<file path="src/rtl/vote_input_conditioner.sv">
// Ballot front-end: synchronizes and debounces three buttons, arbitrates a settle window and
// emits one registered single-cycle vote or invalid pulse per ballot.
module vote_input_conditioner #(
   parameter int unsigned DEBOUNCE_CYCLES = 4,
   parameter int unsigned SETTLE_CYCLES   = 2,
   parameter int unsigned LOCKOUT_CYCLES  = 8
) (
   input  logic clk,
   input  logic reset,
   input  logic btn_A,
   input  logic btn_B,
   input  logic btn_C,
   output logic vote_A,
   output logic vote_B,
   output logic vote_C,
   output logic invalid_vote,
   output logic ready
);

   localparam int unsigned CntW   = $clog2(DEBOUNCE_CYCLES) + 1;
   localparam int unsigned TmrMax = (SETTLE_CYCLES > LOCKOUT_CYCLES) ? SETTLE_CYCLES
                                                                     : LOCKOUT_CYCLES;
   localparam int unsigned TmrW   = $clog2(TmrMax) + 1;

   localparam logic [CntW-1:0] CntLast    = CntW'(DEBOUNCE_CYCLES - 1);
   localparam logic [TmrW-1:0] SettleLast = TmrW'(SETTLE_CYCLES - 1);
   localparam logic [TmrW-1:0] LockLast   = TmrW'(LOCKOUT_CYCLES - 1);

   typedef enum logic [1:0] {
      StIdle,
      StArb,
      StRelease,
      StLockout
   } state_e;

   logic [2:0]           btn_raw;
   logic [2:0]           sync1_q, sync2_q;
   logic [2:0]           db_q, db_d;
   logic [2:0][CntW-1:0] cnt_q, cnt_d;

   state_e               state_q, state_d;
   logic [2:0]           mask_q, mask_d;
   logic [2:0]           merged;
   logic [TmrW-1:0]      timer_q, timer_d;
   logic [2:0]           vote_q, vote_d;
   logic                 invalid_q, invalid_d;
   logic                 ready_q, ready_d;

   assign btn_raw = {btn_C, btn_B, btn_A};
   assign merged  = mask_q | db_q;

   always_comb begin
      db_d  = db_q;
      cnt_d = cnt_q;
      for (int i = 0; i < 3; i++) begin
         if (sync2_q[i] == db_q[i]) begin
            cnt_d[i] = '0;
         end else if (cnt_q[i] == CntLast) begin
            db_d[i]  = sync2_q[i];
            cnt_d[i] = '0;
         end else begin
            cnt_d[i] = cnt_q[i] + 1'b1;
         end
      end
   end

   always_comb begin
      state_d   = state_q;
      mask_d    = mask_q;
      timer_d   = timer_q;
      vote_d    = '0;
      invalid_d = 1'b0;
      unique case (state_q)
         StIdle: begin
            if (|db_q) begin
               state_d = StArb;
               mask_d  = db_q;
               timer_d = SettleLast;
            end
         end
         StArb: begin
            mask_d = merged;
            if (timer_q != '0) begin
               timer_d = timer_q - 1'b1;
            end else begin
               state_d = StRelease;
               // The pulse lands on the first cycle spent in StRelease.
               unique case (merged)
                  3'b000:  ;
                  3'b001:  vote_d = 3'b001;
                  3'b010:  vote_d = 3'b010;
                  3'b100:  vote_d = 3'b100;
                  default: invalid_d = 1'b1;
               endcase
            end
         end
         StRelease: begin
            if (db_q == 3'b000) begin
               state_d = StLockout;
               timer_d = LockLast;
            end
         end
         StLockout: begin
            if (|db_q) begin
               state_d = StRelease;
            end else if (timer_q == '0) begin
               state_d = StIdle;
            end else begin
               timer_d = timer_q - 1'b1;
            end
         end
         default: state_d = StIdle;
      endcase
   end

   // ready is registered so it stays low while reset is held, despite the state being idle.
   assign ready_d = (state_d == StIdle);

   always_ff @(posedge clk or negedge reset) begin
      if (!reset) begin
         sync1_q   <= '0;
         sync2_q   <= '0;
         db_q      <= '0;
         cnt_q     <= '0;
         state_q   <= StIdle;
         mask_q    <= '0;
         timer_q   <= '0;
         vote_q    <= '0;
         invalid_q <= 1'b0;
         ready_q   <= 1'b0;
      end else begin
         sync1_q   <= btn_raw;
         sync2_q   <= sync1_q;
         db_q      <= db_d;
         cnt_q     <= cnt_d;
         state_q   <= state_d;
         mask_q    <= mask_d;
         timer_q   <= timer_d;
         vote_q    <= vote_d;
         invalid_q <= invalid_d;
         ready_q   <= ready_d;
      end
   end

   assign vote_A       = vote_q[0];
   assign vote_B       = vote_q[1];
   assign vote_C       = vote_q[2];
   assign invalid_vote = invalid_q;
   assign ready        = ready_q;

endmodule

</file>
<file path="config.mk">
export PLATFORM = sky130hd
export DESIGN_NAME = vote_input_conditioner
export DESIGN_NICKNAME = d
export VERILOG_FILES = /design/src/rtl/vote_input_conditioner.sv
export SDC_FILE = /design/constraint.sdc
export NUM_CORES = 1
export LEC_CHECK = 0
export ABC_AREA = 1
export CORE_ASPECT_RATIO = 1.25
export CORE_MARGIN = 2
export CORE_UTILIZATION = 30
export DETAILED_ROUTE_END_ITERATION = 10
export GPL_TIMING_DRIVEN = 0
export PLACE_DENSITY_LB_ADDON = 0.15
export SLEW_MARGIN = 20
export SYNTH_ARGS = -nofsm -noshare
export SYNTH_HDL_FRONTEND = slang
export SYNTH_SLANG_ARGS = --single-unit
</file>
<file path="constraint.sdc">
create_clock -name clk -period 3.13 [get_ports clk]
set_clock_uncertainty 0.2 [all_clocks]
set_input_delay 0.4695 -clock clk [delete_from_list [all_inputs] [get_ports clk]]
set_output_delay 0.4695 -clock clk [all_outputs]
set_load 0.01 [all_outputs]
</file>
## Word-level counts from Yosys, hierarchy flattened

Index checks and enable logic that the tools add are counted.
Widths: inputs -> output; s select.

| storage, ports and cells | value |
|---|---|
| register bits | 32 |
| latch bits | 0 |
| bits in writable memories | 0 |
| bits in read-only memories | 0 |
| input bits | 5 |
| word-level logic and storage cells | 79 |
| memories | 0 |

| operators by class | value |
|---|---|
| add/subtract/negate cells | 4 |
| $mul | 0 |
| div/mod/pow operators | 0 |
| magnitude comparators | 0 |
| equal/unequal tests | 17 |
| shift-type cells | 0 |
| muxes and demuxes | 26 |
| bitwise operators | 4 |
| reductions and logical operators | 14 |

Operators by type and width:

| operator | count |
|---|---|
| $mux 3 | 9 |
| $mux 4 | 5 |
| $pmux 4 s4 | 1 |
| $eq 3x2->1 const B | 4 |
| $mux 2 | 5 |
| $ne 2x2->1 const B | 5 |
| $add 3x1->3 const B | 3 |
| $pmux 3 s3 | 1 |
| $pmux 2 s4 | 1 |
| $reduce_and 2->1 | 4 |
| $logic_not 3->1 | 2 |
| $pmux 3 s2 | 1 |
| $reduce_and 5->1 | 1 |
| $eq 2x2->1 const B | 2 |
| $logic_not 2->1 | 2 |
| $logic_not 4->1 | 1 |
| $reduce_bool 4->1 | 1 |
| $reduce_or 4->1 | 1 |
| $sub 4x1->4 const B | 1 |
| $eq 1x1->1 | 3 |
| $eq 3x1->1 const B | 1 |
| $eq 3x3->1 const B | 1 |
| $mux 1 | 3 |
| $not 1->1 | 3 |
| 4 further kinds | 4 |

## Logic depth before layout (Yosys ltp)

| logic depth | value |
|---|---|
| word-level depth | 6 |
| depth in mapped cells | 9 |

## Worst setup path after synthesis

No wires, ideal clock.

| timing path | value |
|---|---|
| kind | register to register |
| start | reg timer_q[0] |
| end | reg timer_q[1] |
| setup time | 0.116 ns |
| arrival | 1.102 ns |
| required time | 2.814 ns |
| slack | 1.712 ns |
| stages on the path, launching flop included | 10 |
| buffers on the path | 0 |
| cell sequence | dfrtp_1 inv_1 ha_1 inv_1 nor2_1 nand2_1 nand2_2 nor2_4 nand2_1 nand2_1 |

| on the way | value |
|---|---|
| word-level cells in the longest chain between the ends | 4 |
| elaborated cells on any way between the ends | 10 |

RTL lines:

| item | RTL line | RTL |
|---|---|---|
| from (decl) | 44 | `logic [TmrW-1:0] timer_q, timer_d;` |
| from (signal assigned) | 138 | `timer_q <= timer_d;` |
| $sub 4x1->4 | 84, 109 |  |
| $mux 4 | 106 | `end else if (timer_q == '0) begin` |
| $mux 4 | 104 | `if (\|db_q) begin` |
| $pmux 4 s4 | 73 | `unique case (state_q)` |

Parallel ways exist; a longest one is shown, timed or not. The select of a mux whose other input is x is not followed.
A chain may end at the register's enable or synchronous reset.

## Worst setup path in the final report

| timing path | value |
|---|---|
| start | reg ready_q (netlist: ready) |
| end | out ready |

RTL lines:

| item | RTL line | RTL |
|---|---|---|
| from (decl) | 47 | `logic ready_q, ready_d;` |
| from (signal assigned) | 141 | `ready_q <= ready_d;` |
| to (decl) | 17 | `output logic ready` |

No word-level cell between the ends.

==> results.toml <==
[route]
via_per_inst = 4.26
wl_mm = 2.03
route.detailed.drc = 0
num_vias = 878
drt_first_iter_violations = 38
wl_per_cell_um = 9.84
firstDrtPassIters = 4
postRouteAntennaNets = 0

[synth]
synthDistinctLibCells = 19
synth-seq-cells = 32
ys_seq_area_share_pct = 61.4
syn-num-nets = 143
syn_area_um2 = 1310
netlist.area_leader.share_pct = 61.4
yosysTopAreaCell = "dfrtp_1"
synthCells = 134
netlist_top_cells_area = "dfrtp_1 (61%), inv_1 (6.3%), nand2_1 (6.0%)"
syn_avg_cell_area_um2 = 9.74
ys_warn_count = 0

[setup_path]
critical_path.max_stage_delay_ps = 530
worst-path-buf-inv = 1
critPathTopFamily = "buffers and inverters"
crit_chain = "clkdlybuf4s50_1"
cp.required_ps = 2460
critPathMaxFanout = 1
cp-end-kind = "primary output"
rr_endpoint = "timer_q[0]"
r2r_slack_ps = 1540
slowest_stage = "clkdlybuf4s50_1"
critPathKind = "flip-flop to primary output"
rr_startpoint = "timer_q[0]"
crit_arrival_ps = 1130
reg2regPathDepth = 7
start_kind = "flip-flop"

[placement]
place_inst = 199
io_buffer_count = 9
place_area_um2 = 1460
gp_congestion = 0.730
dp_hpwl_mm = 1.48

[cells_and_area]
syn_to_final_growth_pct = 19.3
fin_area_um2 = 1560
mostFrequentLayoutCells = "dfrtp_1 (32), inv_1 (22), nand2_1 (21)"
final_nets = 159
final_common_cell = "dfrtp_1"
diodes = 0
fin_util_pct = 37.7
final_layout_size_suffix_gt1_share_pct = 10.7
final_cells = 206

[clock_network]
cts.repair.resized = 0
cts_buffers = 5
clkLatencyLatePin_ps = 280
htreeDepth = 2
tritoncts = "yes"
clkTransAtPathRegs_ps = 60
cts_setup_buffers = 0
clockBufferDepth = 2
ctsHoldBuffers = 0
cts-root-buf = "clkbuf_8"
numClockSinks = 32

[global_route]
grt_overflow_total = 0
antenna_found_initial = 0
grt_pass1_vias = 887
grt_pass1_wl_mm = 3.87
grt_usage_pct = 10.3
grt_max_degree = 33

[timing]
rsz0062_at_grt = "no"
final.period_utilization_pct = 57.3
slew_headroom_pct = 53.6
tns_ps = 0
drv_slew = 0
worst_slew_pin_slew_ps = 697
finalHoldViolCount = 0
setup_viol = 0
fin_crit_ps = 1790
max_freq_mhz = 557

[die]
core-area_um2 = 4130
dieArea_um2 = 4900
dieWidth_um = 63.0
rows = 26
pin_count = 10
die_h_um = 77.7
start_util_pct = 31.6

[power_and_ir_drop]
p_sw_share_pct = 34.9
switchingPower_mw = 0.486
pwr-share-seq_pct = 44.1
ir_drop_v = 0.000288
p_clk_share_pct = 23.9
p_leak_nw = 0.762
p_int_mw = 0.905
power_frac_comb_pct = 32.0
p_per_area_nw_per_um2 = 894

[hold_path]
hold_class = "input pin to async pin"

[outcome]
status = "completed"

[job]
cap_violations = 0
## worst max path at each step
stage | from | to | cells past startpoint
finish | ready | ready | 1
global route | ready | ready | 1
CTS | ready | ready | 1
detailed placement | timer_q[0] | vote_q[0] | 6
global placement | reset | ready | 1
floorplan | timer_q[0] | timer_q[1] | 9
## area by class of cell
type	instances	area, µm²
buffer	1	11.3
clock buffer	7	96.3
fill	435	2570
inverter	23	86.3
multi-input combinational	78	407
sequential	32	801
tap	56	70.1
timing repair buffer	9	85.1
## synth_stat cells
| cell | count |
|---|---|
| nor2_4 | 1 |
| nor3b_1 | 3 |
| nand2_1 | 21 |
| dfrtp_1 | 32 |
| o22ai_1 | 3 |
| a21oi_1 | 5 |
| nor4_1 | 1 |
| nor2_1 | 19 |
| o21ai_1 | 1 |
| nand2_2 | 3 |
| nor2_2 | 2 |
| inv_1 | 22 |
| xnor2_1 | 3 |
| inv_2 | 1 |
| o21ai_0 | 2 |
| ha_1 | 4 |
| nand3_1 | 6 |
| buf_6 | 1 |
| nor3_1 | 4 |
## state kept, by name, indices dropped and copies added (netlist names)
signal        flops
timer_q           4
db_q              3
ready             1
mask_q            3
vote_q            3
sync1_q           3
cnt_q             9
state_q           2
sync2_q           3
invalid_vote      1
## logic make-up (layout without fill, tap and decap cells)
| family | after synthesis | after routing | synth area share [%] |
|---|---|---|---|
| compound gates | 11 | 11 | 4.51 |
| flops | 32 | 32 | 61.4 |
| buf+inv | 24 | 40 | 7.48 |
| xor+xnor | 3 | 3 | 2.01 |
| fa+ha+maj | 4 | 4 | 3.84 |
| simple gates | 60 | 60 | 20.8 |
## metrics by stage
stage	setup slack (ps)	total power, mW	hold slack, ps
3_5_place_dp	1540	1.08	135
3_3_place_gp	762	1.06	133
5_1_grt	1280	1.53	109
6_report	1340	1.39	35.7
4_1_cts	1310	1.42	68.0
2_1_floorplan	1710	0.960	-26.1
## per-layer routing
layer  track usage [%]  vias up  wire [µm]
met5                 0        -          0
met4              6.67        0         63
met3              3.48        6         75
met2              16.5       13        994
met1              11.7      411        893
li1                  -      448          -
## power by group through the flow
stage          Clock (mW)  Sequential, mW  Combinational (mW)
2_1_floorplan           0           0.605               0.355
5_1_grt             0.362           0.632               0.537
6_report            0.332           0.614               0.445
4_1_cts             0.347           0.616               0.457
3_5_place_dp            0           0.625               0.455
3_3_place_gp            0           0.617               0.442
(Power assumes the default switching activity.)
